<file path="src/rtl/jk_updown_counter_pkg.sv">
// Shared JK definitions for the JK-based counter and its cells.
//   HOLD/RST/SET/TGL : {J,K} encodings driven into a JK cell
//   jk_excite(q, n)  : excitation table lookup, returns {J,K} that moves a
//                      cell from present state q to desired next state n.
//                      Don't-cares resolve to 0, so TGL is never produced.
package jk_pkg;

  localparam logic [1:0] HOLD = 2'b00;
  localparam logic [1:0] RST  = 2'b01;
  localparam logic [1:0] SET  = 2'b10;
  localparam logic [1:0] TGL  = 2'b11;

  function automatic logic [1:0] jk_excite(input logic q, input logic n);
    logic [1:0] jk;
    if (q == n) begin
      jk = HOLD;
    end else if (n) begin
      jk = SET;
    end else begin
      jk = RST;
    end
    return jk;
  endfunction

endpackage

</file>
<file path="src/rtl/jk_updown_counter_cell.sv">
// Single JK flip-flop cell.
//   clk   : rising-edge clock
//   reset : asynchronous, active-high; clears q
//   j, k  : JK inputs (00 hold, 01 reset, 10 set, 11 toggle)
//   q     : cell state
module jk_cell
  import jk_pkg::*;
(
  input  logic clk,
  input  logic reset,
  input  logic j,
  input  logic k,
  output logic q
);

  always_ff @(posedge clk or posedge reset) begin
    if (reset) begin
      q <= 1'b0;
    end else begin
      case ({j, k})
        HOLD:    q <= q;
        RST:     q <= 1'b0;
        SET:     q <= 1'b1;
        default: q <= ~q;
      endcase
    end
  end

endmodule

</file>
<file path="src/rtl/jk_updown_counter.sv">
// Modulo-MODULUS up/down counter whose state lives entirely in JK cells.
// The next count is computed first, then translated into per-cell J/K
// drives through the JK excitation table.
//   clk      : rising-edge clock
//   reset    : asynchronous, active-high; clears all cells
//   en       : count enable
//   up       : 1 = count up, 0 = count down (used when en=1)
//   load     : synchronous load, priority over en
//   load_val : value to load, clamped to MODULUS-1
//   q        : current count (cell outputs)
//   tc       : terminal count, high in the cycle before wrap
//   j_vec    : J drives presented to the cells this cycle
//   k_vec    : K drives presented to the cells this cycle
module jk_updown_counter
  import jk_pkg::*;
#(
  parameter int WIDTH   = 4,
  parameter int MODULUS = 10
) (
  input  logic             clk,
  input  logic             reset,
  input  logic             en,
  input  logic             up,
  input  logic             load,
  input  logic [WIDTH-1:0] load_val,
  output logic [WIDTH-1:0] q,
  output logic             tc,
  output logic [WIDTH-1:0] j_vec,
  output logic [WIDTH-1:0] k_vec
);

  localparam logic [WIDTH-1:0] TOP = WIDTH'(MODULUS - 1);
  localparam logic [WIDTH-1:0] ONE = WIDTH'(1);

  if (MODULUS < 2 || MODULUS > (1 << WIDTH)) begin : g_bad_modulus
    $error("jk_updown_counter: MODULUS %0d out of range for WIDTH %0d", MODULUS, WIDTH);
  end

  logic [WIDTH-1:0] nxt;

  // While reset is held the desired next state is the present state, so the
  // debug J/K vectors and tc read as zero rather than showing a pending step.
  always_comb begin
    nxt   = q;
    j_vec = '0;
    k_vec = '0;
    if (!reset) begin
      if (load) begin
        nxt = (load_val > TOP) ? TOP : load_val;
      end else if (en) begin
        if (up) begin
          // >= also folds out-of-range states back to 0
          nxt = (q >= TOP) ? '0 : q + ONE;
        end else begin
          nxt = (q == '0) ? TOP : q - ONE;
        end
      end
    end
    for (int unsigned i = 0; i < WIDTH; i++) begin
      {j_vec[i], k_vec[i]} = jk_excite(q[i], nxt[i]);
    end
    tc = ~reset & en & ~load & (up ? (q == TOP) : (q == '0));
  end

  for (genvar g = 0; g < WIDTH; g++) begin : g_cell
    jk_cell u_cell (
      .clk   (clk),
      .reset (reset),
      .j     (j_vec[g]),
      .k     (k_vec[g]),
      .q     (q[g])
    );
  end

endmodule
</file>
<file path="config.mk">
export PLATFORM = sky130hd
export DESIGN_NAME = jk_updown_counter
export DESIGN_NICKNAME = d
export VERILOG_FILES = /design/src/rtl/jk_updown_counter_pkg.sv /design/src/rtl/jk_updown_counter_cell.sv /design/src/rtl/jk_updown_counter.sv
export SDC_FILE = /design/constraint.sdc
export NUM_CORES = 1
export LEC_CHECK = 0
export ABC_CLOCK_PERIOD_IN_PS = 2500
export CORE_MARGIN = 2
export CORE_UTILIZATION = 42
export DETAILED_ROUTE_END_ITERATION = 8
export HOLD_SLACK_MARGIN = 0.12
export PLACE_DENSITY = 0.71
export SETUP_SLACK_MARGIN = 0.15
export SLEW_MARGIN = 10
export SYNTH_ARGS = -nofsm -noshare
export SYNTH_HDL_FRONTEND = slang
export SYNTH_HIERARCHICAL = 1
export SYNTH_SLANG_ARGS = --single-unit
</file>
<file path="constraint.sdc">
create_clock -name clk -period 2.5 [get_ports clk]
set_clock_uncertainty 0.05 [all_clocks]
set_input_delay 0.375 -clock clk [delete_from_list [all_inputs] [get_ports clk]]
set_output_delay 0.375 -clock clk [all_outputs]
set_load 0.02 [all_outputs]
</file>
# Word level (Yosys, flattened, before mapping)
# Cells that the tools add are included.
word_totals:
  reg_bits: 4
  latch_bits: 0
  mem_bits_rw: 0
  mem_bits_ro: 0
  input_bits: 9
  out_inout_bits: 13
  wordCells: 55
  mem_count: 0
classes:
  n_addsub: 2
  n_mul: 0
  div: 0
  magnitude_cmp: 2
  eq_ne: 13
  shift: 0
  mux: 20
  bitwise_logic: 9
  reduce_logical: 5
op_table:
  columns: ["cell", "count"]
  rows:
  - ["$mux 4", 7]
  - ["$mux 2", 8]
  - ["$pmux 1 s3", 4]
  - ["$eq 2x1->1 const B", 4]
  - ["$eq 2x2->1 const B", 4]
  - ["$logic_not 2->1", 4]
  - ["$not 1->1", 6]
  - ["$add 4x1->4 const B", 1]
  - ["$eq 1x1->1", 4]
  - ["$eq 4x4->1 const B", 1]
  - ["$ge 4x4->1 const B", 1]
  - ["$gt 4x4->1 const B", 1]
  - ["$logic_not 4->1", 1]
  - ["$sub 4x1->4 const B", 1]
  - ["$and 1x1->1", 3]
  - ["$mux 1", 1]

# Depth between registers and ports, before layout
# Gate-level depths: netlist of the first run.
logic_depth:
  depth_word: 10
  ltp_mapped: 10
  mapped_depth_nobuf: 10

# Cells and area by module
# The synthesis of the first run kept the hierarchy.
modules_own_cells:
  columns: ["mod", "instances", "cells_each", "area_each_um2", "seq_area_each_um2"]
  rows:
  - ["jk_updown_counter", 1, 59, 387.9, 0.0]
  - ["jk_cell", 4, 10, 96.3, 25.0]

# Worst setup path after synthesis of the first run
# OpenSTA, ideal clock, no wires.
synth_path:
  path_type: "register to register"
  from: "reg g_cell[0].u_cell.q"
  to: "reg g_cell[3].u_cell.q"
  setup_ps: 87
  t_arrival_ps: 3304
  required_ps: 2363
  setup_slack_ps: -940
  stages_incl_launch_ff: 10
  path_buffers: 0
  period_less_slack_ps: 3440
  path_cell_list: "dfrtp_1 > inv_1 > ha_1 > or3b_4 > nand3_1 > a2111oi_0 > inv_1 > ha_1 > nor3b_2 > a211oi_2"
synth_via:
  elab_chain_cells: 10
  elab_cells_between_ends: 17
  classes_between: "add/sub (2); order compare (1); eq/ne (3); mux (9); reduce/logical (2)"
synth_lines:
  columns: ["item", "line_no", "rtl"]
  rows:
  - ["from (decl)", "jk_updown_counter_cell.sv:13", "output logic q"]
  - ["from (signal assigned)", "jk_updown_counter_cell.sv:21", "HOLD: q <= q;"]
  - ["from (signal assigned)", "jk_updown_counter_cell.sv:24", "default: q <= ~q;"]
  - ["$sub 4x1->4 (tied with other cells)", "jk_updown_counter.sv:55", "nxt = (q == '0) ? TOP : q - ONE;"]
  - ["$mux 4, on equally long branches", "jk_updown_counter.sv:55, jk_updown_counter.sv:53", null]
  - ["$mux 4 (*)", "jk_updown_counter.sv:51", "if (up) begin"]
  - ["$mux 4 (*)", "jk_updown_counter.sv:50", "end else if (en) begin"]
  - ["$mux 4 (*)", "jk_updown_counter.sv:48", "if (load) begin"]
  - ["$mux 4 (*)", "jk_updown_counter.sv:47", "if (!reset) begin"]
  - ["$mux 2 or $eq 1x1->1 (tied branches)", "jk_updown_counter_pkg.sv:17, jk_updown_counter_pkg.sv:15", null]
  - ["$mux 2 (*)", "jk_updown_counter_pkg.sv:15", "if (q == n) begin"]
  - ["named net k_vec[3]", "jk_updown_counter.sv:29", "output logic [WIDTH-1:0] k_vec"]
  - ["$eq 2x2->1 (tied with other cells)", "jk_updown_counter_cell.sv:20", "case ({j, k})"]
  - ["$pmux 1 s3", "jk_updown_counter_cell.sv:20", null]
  - ["to (signal assigned)", "jk_updown_counter_cell.sv:21", null]
  - ["to (signal assigned)", "jk_updown_counter_cell.sv:24", null]
  - ["to (decl)", "jk_updown_counter_cell.sv:13", null]
# The timed path passes the listed nets; every way through them passes the cells marked *.
# A chain may end at the register's enable or synchronous reset.

# Worst setup path after layout of the first run
layout_path:
  from: "reg g_cell[0].u_cell.q"
  to: "out j_vec[1]"
layout_via:
  elab_chain_cells: 8
  elab_cells_between_ends: 13
  classes_between: "add/sub (2); order compare (1); eq/ne (1); mux (8); reduce/logical (1)"
layout_lines:
  columns: ["item", "line_no", "rtl"]
  rows:
  - ["$sub 4x1->4 (tied with other cells)", "jk_updown_counter.sv:55", null]
  - ["$mux 4, on equally long branches", "jk_updown_counter.sv:55, jk_updown_counter.sv:53", null]
  - ["$mux 4 (*)", "jk_updown_counter.sv:51", null]
  - ["$mux 4 (*)", "jk_updown_counter.sv:50", null]
  - ["$mux 4 (*)", "jk_updown_counter.sv:48", null]
  - ["$mux 4 (*)", "jk_updown_counter.sv:47", null]
  - ["$mux 2 or $eq 1x1->1 (tied branches)", "jk_updown_counter_pkg.sv:17, jk_updown_counter_pkg.sv:15", null]
  - ["$mux 2 (*)", "jk_updown_counter_pkg.sv:15", null]
  - ["to (decl)", "jk_updown_counter.sv:28", "output logic [WIDTH-1:0] j_vec,"]
# Mark *: on every way between the ends. The rest lies on a longest branch, timed or not.

==> flow_metrics.env, run 1 <==
export IMPL_total_power_mw=1.360
export IMPL_p_leak_nw=0.6559
export IMPL_cp_num_buf_inv=4
export IMPL_failed_checks="negative setup slack"
export IMPL_cts_clk_slew_worst_paths_ns=0.04
export IMPL_cp_common_cell="buf_6"
export IMPL_worstMarginPinSlew_ns=0.3601
export IMPL_cp_end_kind="output port"
export IMPL_worstReg2RegStart="g_cell[0].u_cell/q$_DFFE_PP0P_"
export IMPL_dp_cells=169
export IMPL_ff2ff_setup_slack_ns=-0.06
export IMPL_syn_num_nets=119
export IMPL_fmax_mhz=387.7
export IMPL_setup_violations_final=4
export IMPL_slowest_stage="dfrtp_2"
export IMPL_startpoint="g_cell[0].u_cell/q$_DFFE_PP0P_"
export IMPL_final_util=0.8928
export IMPL_async_reset_ff_frac=1.000
export IMPL_slew_headroom=0.7600
export IMPL_layout_setup_ws_ns=-0.07951
export IMPL_grt_ovfl_total=0
export IMPL_hp_class="input port to asynchronous set/reset pin"
export IMPL_placeableCoreArea_mm2=0.001727
export IMPL_grt_pass1_vias=1074
export IMPL_drc=0
export IMPL_portBuffers=21
export IMPL_min_period_ns=2.580
export IMPL_cp_data_required_time_ns=2.08
export IMPL_rows=15
export IMPL_maxSlewViolCount=0
export IMPL_wirelength_um=3511
export IMPL_drtIter0Drc=45
export IMPL_grtUsageTotal=0.3326
export IMPL_synth_warnings=6
export IMPL_worstReg2RegEnd="g_cell[1].u_cell/q$_DFFE_PP0P_"
export IMPL_slowest_delay_ns=0.44
export IMPL_r2r_cells=12
export IMPL_worst_path_max_fanout=3
export IMPL_ys_seq_area_frac=0.1294
export IMPL_viasPerCell=5.881
export IMPL_ir_worst_vdd_mv=0.6125
export IMPL_largestRegisters="g_cell.u_cell/q x4"
export IMPL_critPathKind="flop to output port"
export IMPL_cts_root_buffer="clkbuf_4"
export IMPL_startpoint_type="flop"
export IMPL_cts_buffers=3
export IMPL_synthFlopType="dfrtp_1"
export IMPL_cts_sinks=4
export IMPL_place_congestion=0.8911
export IMPL_arrival_ns=2.15
export IMPL_regMostFlops="g_cell.u_cell/q"
export IMPL_ioPinCount=22
export IMPL_clock_latency_ns=0.25
export IMPL_syn_area_per_cell_um2=7.811
export IMPL_nets=182
export IMPL_synth_edff_count=0
export IMPL_crit_chain="inv_2 > ha_4 > or3b_4 > buf_6 > a21oi_4 > o21ai_2 > nor3_4 > buf_4 > buf_6"
export IMPL_largest_reg_flops=4
export IMPL_grt_start_max_net_pins=10
export IMPL_stdcell_area_mm2=0.001541
export IMPL_fin_crit_sh=1.032
export IMPL_synth_area_um2=773.2
export IMPL_antenna_found_initial=0
export IMPL_path_delay_family="simple AND/OR/NAND/NOR gates"
export IMPL_dr_pass1_iters=4
export IMPL_cts_tree="done"
export IMPL_cp_depth=9
export IMPL_dpl_hpwl_um=1756
export IMPL_synth_seq_cells=4
export IMPL_ant_nets=0
export IMPL_synth_top_area_frac=0.1780
export IMPL_yosysMostFrequentCell="inv_1"
export IMPL_h_tree_depth=1
export IMPL_post_synth_num_cell_types=35
export IMPL_grt_pass1_wl_um=4988
export IMPL_ys_top_cells_by_count="inv_1 (18), ha_1 (11), nor2_1 (9)"
export IMPL_post_drt_wl_per_cell_um=18.98
export IMPL_synth_area_leaders="ha_1 (18%), dfrtp_1 (13%), inv_1 (8.7%)"
export IMPL_grt_setup_unrepaired="true"
export IMPL_p_per_area_mw_per_mm2=882.0
export IMPL_place_area_mm2=0.001285
export IMPL_die_x_um=46.91
export IMPL_clockBufferDepth=2
export IMPL_hold_violations=0
export IMPL_outcome="finished, violations left"
export IMPL_postSynthCellCount=99
export IMPL_fp_dieH_um=46.91
export IMPL_dr_total_vias=1088
export IMPL_synth_area_leader_cell="ha_1"
export IMPL_start_util=0.4478
export IMPL_fin_cells=185
export IMPL_syn_to_final_growth_pct=99.35
export IMPL_drv_cap=0
export IMPL_whs_ns=0.3876
export IMPL_antenna_cells=0
export IMPL_die_area_mm2=0.002200
export IMPL_endpoint="j_vec[1]"
export IMPL_drive_above_1_share=0.5875
[how the worst min path moves through the flow]
stage,startpoint,endpoint,slack (ns),cells past startpoint
after floorplan,reset,g_cell[2].u_cell/q$_DFFE_PP0P_,0.05,1
after global placement,g_cell[1].u_cell/q$_DFFE_PP0P_,g_cell[1].u_cell/q$_DFFE_PP0P_,0.60,2
after detailed placement,g_cell[1].u_cell/q$_DFFE_PP0P_,g_cell[1].u_cell/q$_DFFE_PP0P_,0.60,2
after CTS,reset,g_cell[3].u_cell/q$_DFFE_PP0P_,0.33,3
after global routing,reset,g_cell[3].u_cell/q$_DFFE_PP0P_,0.38,3
final,reset,g_cell[3].u_cell/q$_DFFE_PP0P_,0.39,3
[routing by layer]
layer,up-vias,global-route usage,wire [um]
met5,-,0,0
met4,0,0.1667,263
met3,28,0.1115,247
met2,67,0.5863,1692
met1,522,0.3509,1308
li1,471,-,-
[power breakdown]
| group | internal (mW) | switching [mW] | leakage [nW] |
|---|---|---|---|
| logic | 0.554 | 0.554 | 0.600 |
| registers | 0.104 | 0.0602 | 0.0425 |
| clock network | 0.0542 | 0.0334 | 0.0138 |
[per-stage QoR]
stage / TNS (ns) / setup slack [ns]
2_1_floorplan: -0.03042 / -0.02704
3_3_place_gp: -2.186 / -0.3120
3_5_place_dp: -2.669 / -0.3640
4_1_cts: 0 / 0.01891
5_1_grt: -0.5702 / -0.1609
6_report: -0.1570 / -0.07951
[area by class of cell]
type	count	area (um^2)
multi-input combinational	74	809.5
fill	82	185.2
clock buffer	3	22.52
sequential	4	103.9
tap	25	31.28
timing repair buffer	61	506.7
inverter	18	67.56
[cell usage in the layout, fill, tap and decap left out, types with 2 or more instances in the layout]
cell,Yosys,layout
ha_1,11,4
nand3b_1,3,3
inv_1,18,11
dfrtp_2,0,3
a211oi_2,5,5
nand2_1,3,3
o21ai_1,2,3
o21ai_0,5,2
o21ai_2,0,2
buf_6,1,9
nor3b_2,4,5
nor2b_1,5,4
clkdlybuf4s50_1,0,6
clkbuf_2,0,2
ha_4,0,7
nor2_1,9,8
dlygate4sd2_1,0,6
clkbuf_4,0,3
buf_4,0,37
inv_2,0,7
a31oi_1,4,2
[what timing repair did]
action / in CTS / in global routing
hold buffers: 0 / 0
setup endpoints to repair: 13 / 12
resized for setup: 64 / 20
endpoints found under the hold margin: 0 / 0
pin swaps: 14 / 11
buffers inserted: 8 / 5
[kinds of logic after synthesis]
group | count (synthesis) | synth area share
flops | 4 | 0.1295
compound gates | 24 | 0.2427
buf+inv | 21 | 0.1149
simple gates | 38 | 0.3236
xor+xnor | 1 | 0.01133
fa+ha+maj | 11 | 0.1780
[worst register-to-register path, cell delays in order (launching register included)]
cell and delay [ns]:
dfrtp_2 0.44, inv_2 0.09, ha_4 0.14, or3b_4 0.40, buf_6 0.14, a21oi_4 0.12
o21ai_2 0.10, nor3_4 0.24, buf_4 0.16, inv_2 0.04, ha_4 0.26, nor3b_4 0.21
a211oi_2 0.06
Power figures use the tool's default switching activity.
==> run 2: changes to the inputs <==
--- a/config.mk
+++ b/config.mk
@@ -5,12 +5,12 @@
 export SDC_FILE = /design/constraint.sdc
 export NUM_CORES = 1
 export LEC_CHECK = 0
-export ABC_CLOCK_PERIOD_IN_PS = 2500
+export ABC_CLOCK_PERIOD_IN_PS = 3230
 export CORE_MARGIN = 2
-export CORE_UTILIZATION = 42
+export CORE_UTILIZATION = 45
 export DETAILED_ROUTE_END_ITERATION = 8
 export HOLD_SLACK_MARGIN = 0.12
-export PLACE_DENSITY = 0.71
+export PLACE_DENSITY = 0.72
 export SETUP_SLACK_MARGIN = 0.15
 export SLEW_MARGIN = 10
 export SYNTH_ARGS = -nofsm -noshare
==> constraint.sdc (replaced) <==
create_clock -name clk -period 3.23 [get_ports clk]
set_clock_uncertainty 0.05 [all_clocks]
set_input_delay 0.4845 -clock clk [delete_from_list [all_inputs] [get_ports clk]]
set_output_delay 0.4845 -clock clk [all_outputs]
set_load 0.02 [all_outputs]
==> flow_metrics.env, run 2 (synthesis gave the netlist of run 1 again) <==
export IMPL_place_area_mm2=0.001041
export IMPL_drive_above_1_share=0.1890
export IMPL_dpl_hpwl_um=1428
export IMPL_worst_path_max_fanout=6
export IMPL_largest_reg_flops=4
export IMPL_clock_latency_ns=0.25
export IMPL_h_tree_depth=1
export IMPL_post_drt_wl_per_cell_um=12.63
export IMPL_nFillCells=135
export IMPL_layout_common_cells="inv_1 (18), clkdlybuf4s50_1 (16), ha_1 (11)"
export IMPL_regMostFlops="g_cell.u_cell/q"
export IMPL_placeableCoreArea_mm2=0.001559
export IMPL_viasPerCell=5.629
export IMPL_die_area_mm2=0.002066
export IMPL_worstMarginPinSlew_ns=0.4622
export IMPL_multiInputGateArea_um2=600.6
export IMPL_clkPwrFrac=0.096
export IMPL_p_sw_frac=0.4838
export IMPL_antenna_found_initial=0
export IMPL_wirelength_um=1806
export IMPL_nets=149
export IMPL_drc=0
export IMPL_grt_pass1_vias=761
export IMPL_cp_data_required_time_ns=2.70
export IMPL_cts_tree="done"
export IMPL_ioPinCount=22
export IMPL_hold_violations=0
export IMPL_grtUsageTotal=0.2134
export IMPL_drtIter0Drc=29
export IMPL_syn_to_final_growth_pct=39.00
export IMPL_seqCellArea_um2=100.1
export IMPL_dr_pass1_iters=4
export IMPL_internal_power_mw=0.3672
export IMPL_setup_violations_final=0
export IMPL_maxSlewViolCount=0
export IMPL_portBuffers=21
export IMPL_drv_cap=0
export IMPL_seq_power_share=0.194
export IMPL_grt_start_max_net_pins=15
export IMPL_grt_pass1_wl_um=3187
export IMPL_clockBufferDepth=2
export IMPL_die_x_um=45.45
export IMPL_cts_sinks=4
export IMPL_outcome="complete, no violations"
export IMPL_arrival_ns=2.41
export IMPL_grt_setup_unrepaired="false"
export IMPL_critPathKind="flop to output port"
export IMPL_p_leak_nw=0.4777
export IMPL_tns_ns=0
export IMPL_cts_clk_slew_worst_paths_ns=0.04
export IMPL_ant_nets=0
export IMPL_fin_crit_sh=0.9112
export IMPL_place_congestion=0.8579
export IMPL_hp_class="flop to flop"
export IMPL_cts_buffers=3
export IMPL_p_per_area_mw_per_mm2=661.7
export IMPL_p_comb_frac=0.710
export IMPL_p_sw_mw=0.3441
export IMPL_final_common_cell="inv_1"
export IMPL_ir_worst_vdd_mv=0.3617
export IMPL_holdBufCountCts=0
export IMPL_min_period_ns=2.943
export IMPL_final_util=0.6894
export IMPL_antenna_cells=0
export IMPL_dr_total_vias=805
export IMPL_cts_root_buffer="clkbuf_4"
export IMPL_grt_ovfl_total=0
export IMPL_fmax_mhz=339.8
export IMPL_stdcell_area_mm2=0.001075
export IMPL_total_power_mw=0.7112
export IMPL_slew_headroom=0.6919
export IMPL_startpoint_type="flop"
export IMPL_post_cts_buffers=0
export IMPL_largestRegisters="g_cell.u_cell/q x4"
export IMPL_rows=14
export IMPL_fp_dieH_um=45.45
export IMPL_start_util=0.4960
export IMPL_cp_end_kind="output port"
run 2: power by group through the flow:
stage               Sequential (mW)  Combinational (mW)  Clock, mW
global route                  0.144               0.560     0.0770
global placement              0.137               0.495          0
CTS                           0.135               0.503     0.0685
finish                        0.138               0.505     0.0683
detailed placement            0.135               0.504          0
floorplan                     0.151               0.322          0
run 2: path summary, 6_finish.rpt:
path / from / endpoint / slack (ns) / depth (start not counted)
max: g_cell[0].u_cell/q$_DFFE_PP0P_ / k_vec[1] / 0.29 / 7
min reg2reg: g_cell[1].u_cell/q$_DFFE_PP0P_ / g_cell[1].u_cell/q$_DFFE_PP0P_ / 0.56 / 2
min in group asynchronous: reset / g_cell[3].u_cell/q$_DFFE_PP0P_ / 0.59 / 3
max in group asynchronous: reset / g_cell[0].u_cell/q$_DFFE_PP0P_ / 2.44 / 3
min: g_cell[1].u_cell/q$_DFFE_PP0P_ / g_cell[1].u_cell/q$_DFFE_PP0P_ / 0.56 / 2
max reg2reg: g_cell[0].u_cell/q$_DFFE_PP0P_ / g_cell[1].u_cell/q$_DFFE_PP0P_ / 0.64 / 10
run 2: what timing repair did:
action | in CTS | in global routing
cloned | 0 | 0
resized for setup | 3 | 5
endpoints found under the hold margin | 0 | 0
setup endpoints to repair | 3 | 4
run 2: metrics by stage:
step,hold slack [ns],setup slack (ns),cells
6_report,0.5591,0.2870,143
2_1_floorplan,0.1632,0.3246,99
4_1_cts,0.5622,0.1550,143
3_3_place_gp,0.5523,0.1909,140
3_5_place_dp,0.5557,0.1453,140
5_1_grt,0.5820,0.1731,143
run 2: layout make-up:
class	count	share of cell area
multi-input combinational	74	0.5588
tap	16	0.01863
timing repair buffer	28	0.2456
inverter	18	0.06286
sequential	4	0.09313
clock buffer	3	0.02095
run 2: routing by layer:
metal	vias to the layer above	track usage	routed length (um)
li1	402	-	-
met1	363	0.2861	814
met2	35	0.3155	837
met3	5	0.08333	132
met4	0	0.05882	22
met5	-	0	0
run 2: worst max-delay path, cell delays in order (launching register included):
cell and delay (ns):
dfrtp_1 0.41, inv_1 0.10, ha_1 0.25, or3b_4 0.44, a21oi_2 0.14, o21ai_1 0.08
and3_1 0.20, clkdlybuf4s50_1 0.54
==> run 3: changes to the inputs <==
--- a/config.mk
+++ b/config.mk
@@ -6,7 +6,7 @@
 export NUM_CORES = 1
 export LEC_CHECK = 0
 export ABC_CLOCK_PERIOD_IN_PS = 3230
-export CORE_MARGIN = 2
+export CORE_MARGIN = 4
 export CORE_UTILIZATION = 45
 export DETAILED_ROUTE_END_ITERATION = 8
 export HOLD_SLACK_MARGIN = 0.12
==> flow_metrics.env, run 3 (synthesis gave the netlist of run 1 again) <==
export IMPL_cts_tree="done"
export IMPL_slew_headroom=0.6937
export IMPL_dr_pass1_iters=4
export IMPL_arrival_ns=2.36
export IMPL_fin_crit_sh=0.8967
export IMPL_layout_common_cells="inv_1 (18), clkdlybuf4s50_1 (15), ha_1 (11)"
export IMPL_worstReg2RegEnd="g_cell[1].u_cell/q$_DFFE_PP0P_"
export IMPL_drive_above_1_share=0.1811
export IMPL_p_comb_frac=0.708
export IMPL_nets=149
export IMPL_outcome="complete, no violations"
export IMPL_regMostFlops="g_cell.u_cell/q"
export IMPL_r2r_cells=10
export IMPL_largestRegisters="g_cell.u_cell/q x4"
export IMPL_grt_start_max_net_pins=15
export IMPL_fp_dieH_um=49.45
export IMPL_cts_sinks=4
export IMPL_ff2ff_setup_slack_ns=0.68
export IMPL_cts_clk_slew_worst_paths_ns=0.04
export IMPL_whs_ns=0.5655
export IMPL_ir_worst_vdd_mv=0.5490
export IMPL_maxSlewViolCount=0
export IMPL_startpoint_type="input port"
export IMPL_dr_total_vias=801
export IMPL_start_util=0.4960
export IMPL_seq_power_share=0.196
export IMPL_antenna_found_initial=0
export IMPL_die_x_um=49.45
export IMPL_min_from="g_cell[1].u_cell/q$_DFFE_PP0P_"
export IMPL_critPathKind="input port to output port"
export IMPL_drv_cap=0
export IMPL_grt_pass1_vias=821
export IMPL_drc=0
export IMPL_cts_buffers=3
export IMPL_cp_data_required_time_ns=2.70
export IMPL_final_common_cell="inv_1"
export IMPL_worstMarginPinSlew_ns=0.4594
export IMPL_grt_ovfl_total=0
export IMPL_grt_pass1_wl_um=3450
export IMPL_tns_ns=0
export IMPL_ant_nets=0
export IMPL_post_drt_wl_per_cell_um=13.22
export IMPL_ioPinCount=22
export IMPL_p_sw_mw=0.3413
export IMPL_grtUsageTotal=0.1827
export IMPL_setup_violations_final=0
export IMPL_p_per_area_mw_per_mm2=657.3
export IMPL_worstReg2RegStart="g_cell[0].u_cell/q$_DFFE_PP0P_"
export IMPL_viasPerCell=5.601
export IMPL_place_congestion=0.8749
export IMPL_clockBufferDepth=2
export IMPL_p_sw_frac=0.4842
export IMPL_clkPwrFrac=0.096
export IMPL_dpl_hpwl_um=1501
export IMPL_fmax_mhz=345.3
export IMPL_worst_path_max_fanout=8
export IMPL_syn_to_final_growth_pct=38.67
export IMPL_worst_hold_path_endpoint="g_cell[1].u_cell/q$_DFFE_PP0P_"
export IMPL_p_leak_nw=0.4912
export IMPL_hp_class="flop to flop"
export IMPL_rows=14
export IMPL_portBuffers=21
export IMPL_drtIter0Drc=8
export IMPL_grt_setup_unrepaired="false"
export IMPL_cts_root_buffer="clkbuf_4"
export IMPL_internal_power_mw=0.3635
export IMPL_wirelength_um=1891
export IMPL_cp_end_kind="output port"
export IMPL_hold_violations=0
export IMPL_antenna_cells=0
export IMPL_nFillCells=148
export IMPL_fin_cells=143
export IMPL_clock_latency_ns=0.24
export IMPL_die_area_mm2=0.002445
export IMPL_hold_depth=2
export IMPL_post_cts_buffers=0
export IMPL_min_period_ns=2.896
export IMPL_largest_reg_flops=4
export IMPL_dp_cells=140
export IMPL_placeableCoreArea_mm2=0.001559
export IMPL_h_tree_depth=1
[run 3: changes by cell type in the layout (fill, tap and decap cells not counted)]
| cell | before | now |
|---|---|---|
| nor3b_1 | 1 | 2 |
| o311ai_1 | 1 | 0 |
| dlymetal6s2s_1 | 2 | 3 |
| o311ai_0 | 0 | 1 |
| clkdlybuf4s50_1 | 16 | 15 |
| nor3b_2 | 6 | 5 |
[run 3: what timing repair did]
action	4_1_cts	5_1_grt
endpoints found under the hold margin	0	0
resized for setup	3	4
pin swaps	0	0
setup endpoints to repair	3	4
hold buffers	0	0
[run 3: worst max-delay path, cell delays in order]
cell and delay (ns):
clkdlybuf4s50_1 0.60, inv_1 0.10, nor4b_1 0.37, o21a_1 0.21, clkdlybuf4s50_1 0.61
[run 3: cell type report]
class	count	area, um^2	share of cell area
Clock buffer	3	22.52	0.02100
Inverter	18	67.56	0.06301
Multi-Input combinational cell	74	595.6	0.5554
Sequential cell	4	100.1	0.09335
Tap cell	16	20.02	0.01867
Timing Repair Buffer	28	266.5	0.2485
[run 3: how the worst max path moves through the flow]
stage,from,end,slack [ns],cells after the start
CTS,load_val[2],j_vec[0],0.16,6
global route,g_cell[0].u_cell/q$_DFFE_PP0P_,k_vec[2],0.18,7
detailed placement,up,j_vec[3],0.10,6
global placement,up,j_vec[3],0.13,6
floorplan,g_cell[1].u_cell/q$_DFFE_PP0P_,g_cell[1].u_cell/q$_DFFE_PP0P_,0.32,10
finish,load,k_vec[0],0.33,5
[run 3: per-stage QoR]
step / cell area, um^2 / power (mW) / utilization / worst slack, ns
after floorplan: 779.5 / 0.4733 / - / 0.3246
after global placement: 1041 / 0.6314 / 0.6677 / 0.1318
after detailed placement: 1041 / 0.6426 / 0.6677 / 0.1028
after CTS: 1060 / 0.7120 / 0.6798 / 0.1598
after global routing: 1072 / 0.7762 / 0.6878 / 0.1841
final: 1072 / 0.7048 / 0.6878 / 0.3337
[run 3: metal layers]
layer / vias up / track usage / routed length [um]
met5: - / 0 / 0
met1: 361 / 0.2190 / 840
met2: 27 / 0.2924 / 867
met4: 0 / 0.08295 / 32
li1: 409 / - / -
met3: 4 / 0.06325 / 150
[run 3: power groups by stage]
stage / sequential (mW) / clock [mW] / combinational, mW
3_3_place_gp: 0.138 / 0 / 0.493
6_report: 0.138 / 0.0677 / 0.499
4_1_cts: 0.140 / 0.0688 / 0.504
5_1_grt: 0.148 / 0.0750 / 0.553
3_5_place_dp: 0.140 / 0 / 0.502
2_1_floorplan: 0.151 / 0 / 0.322
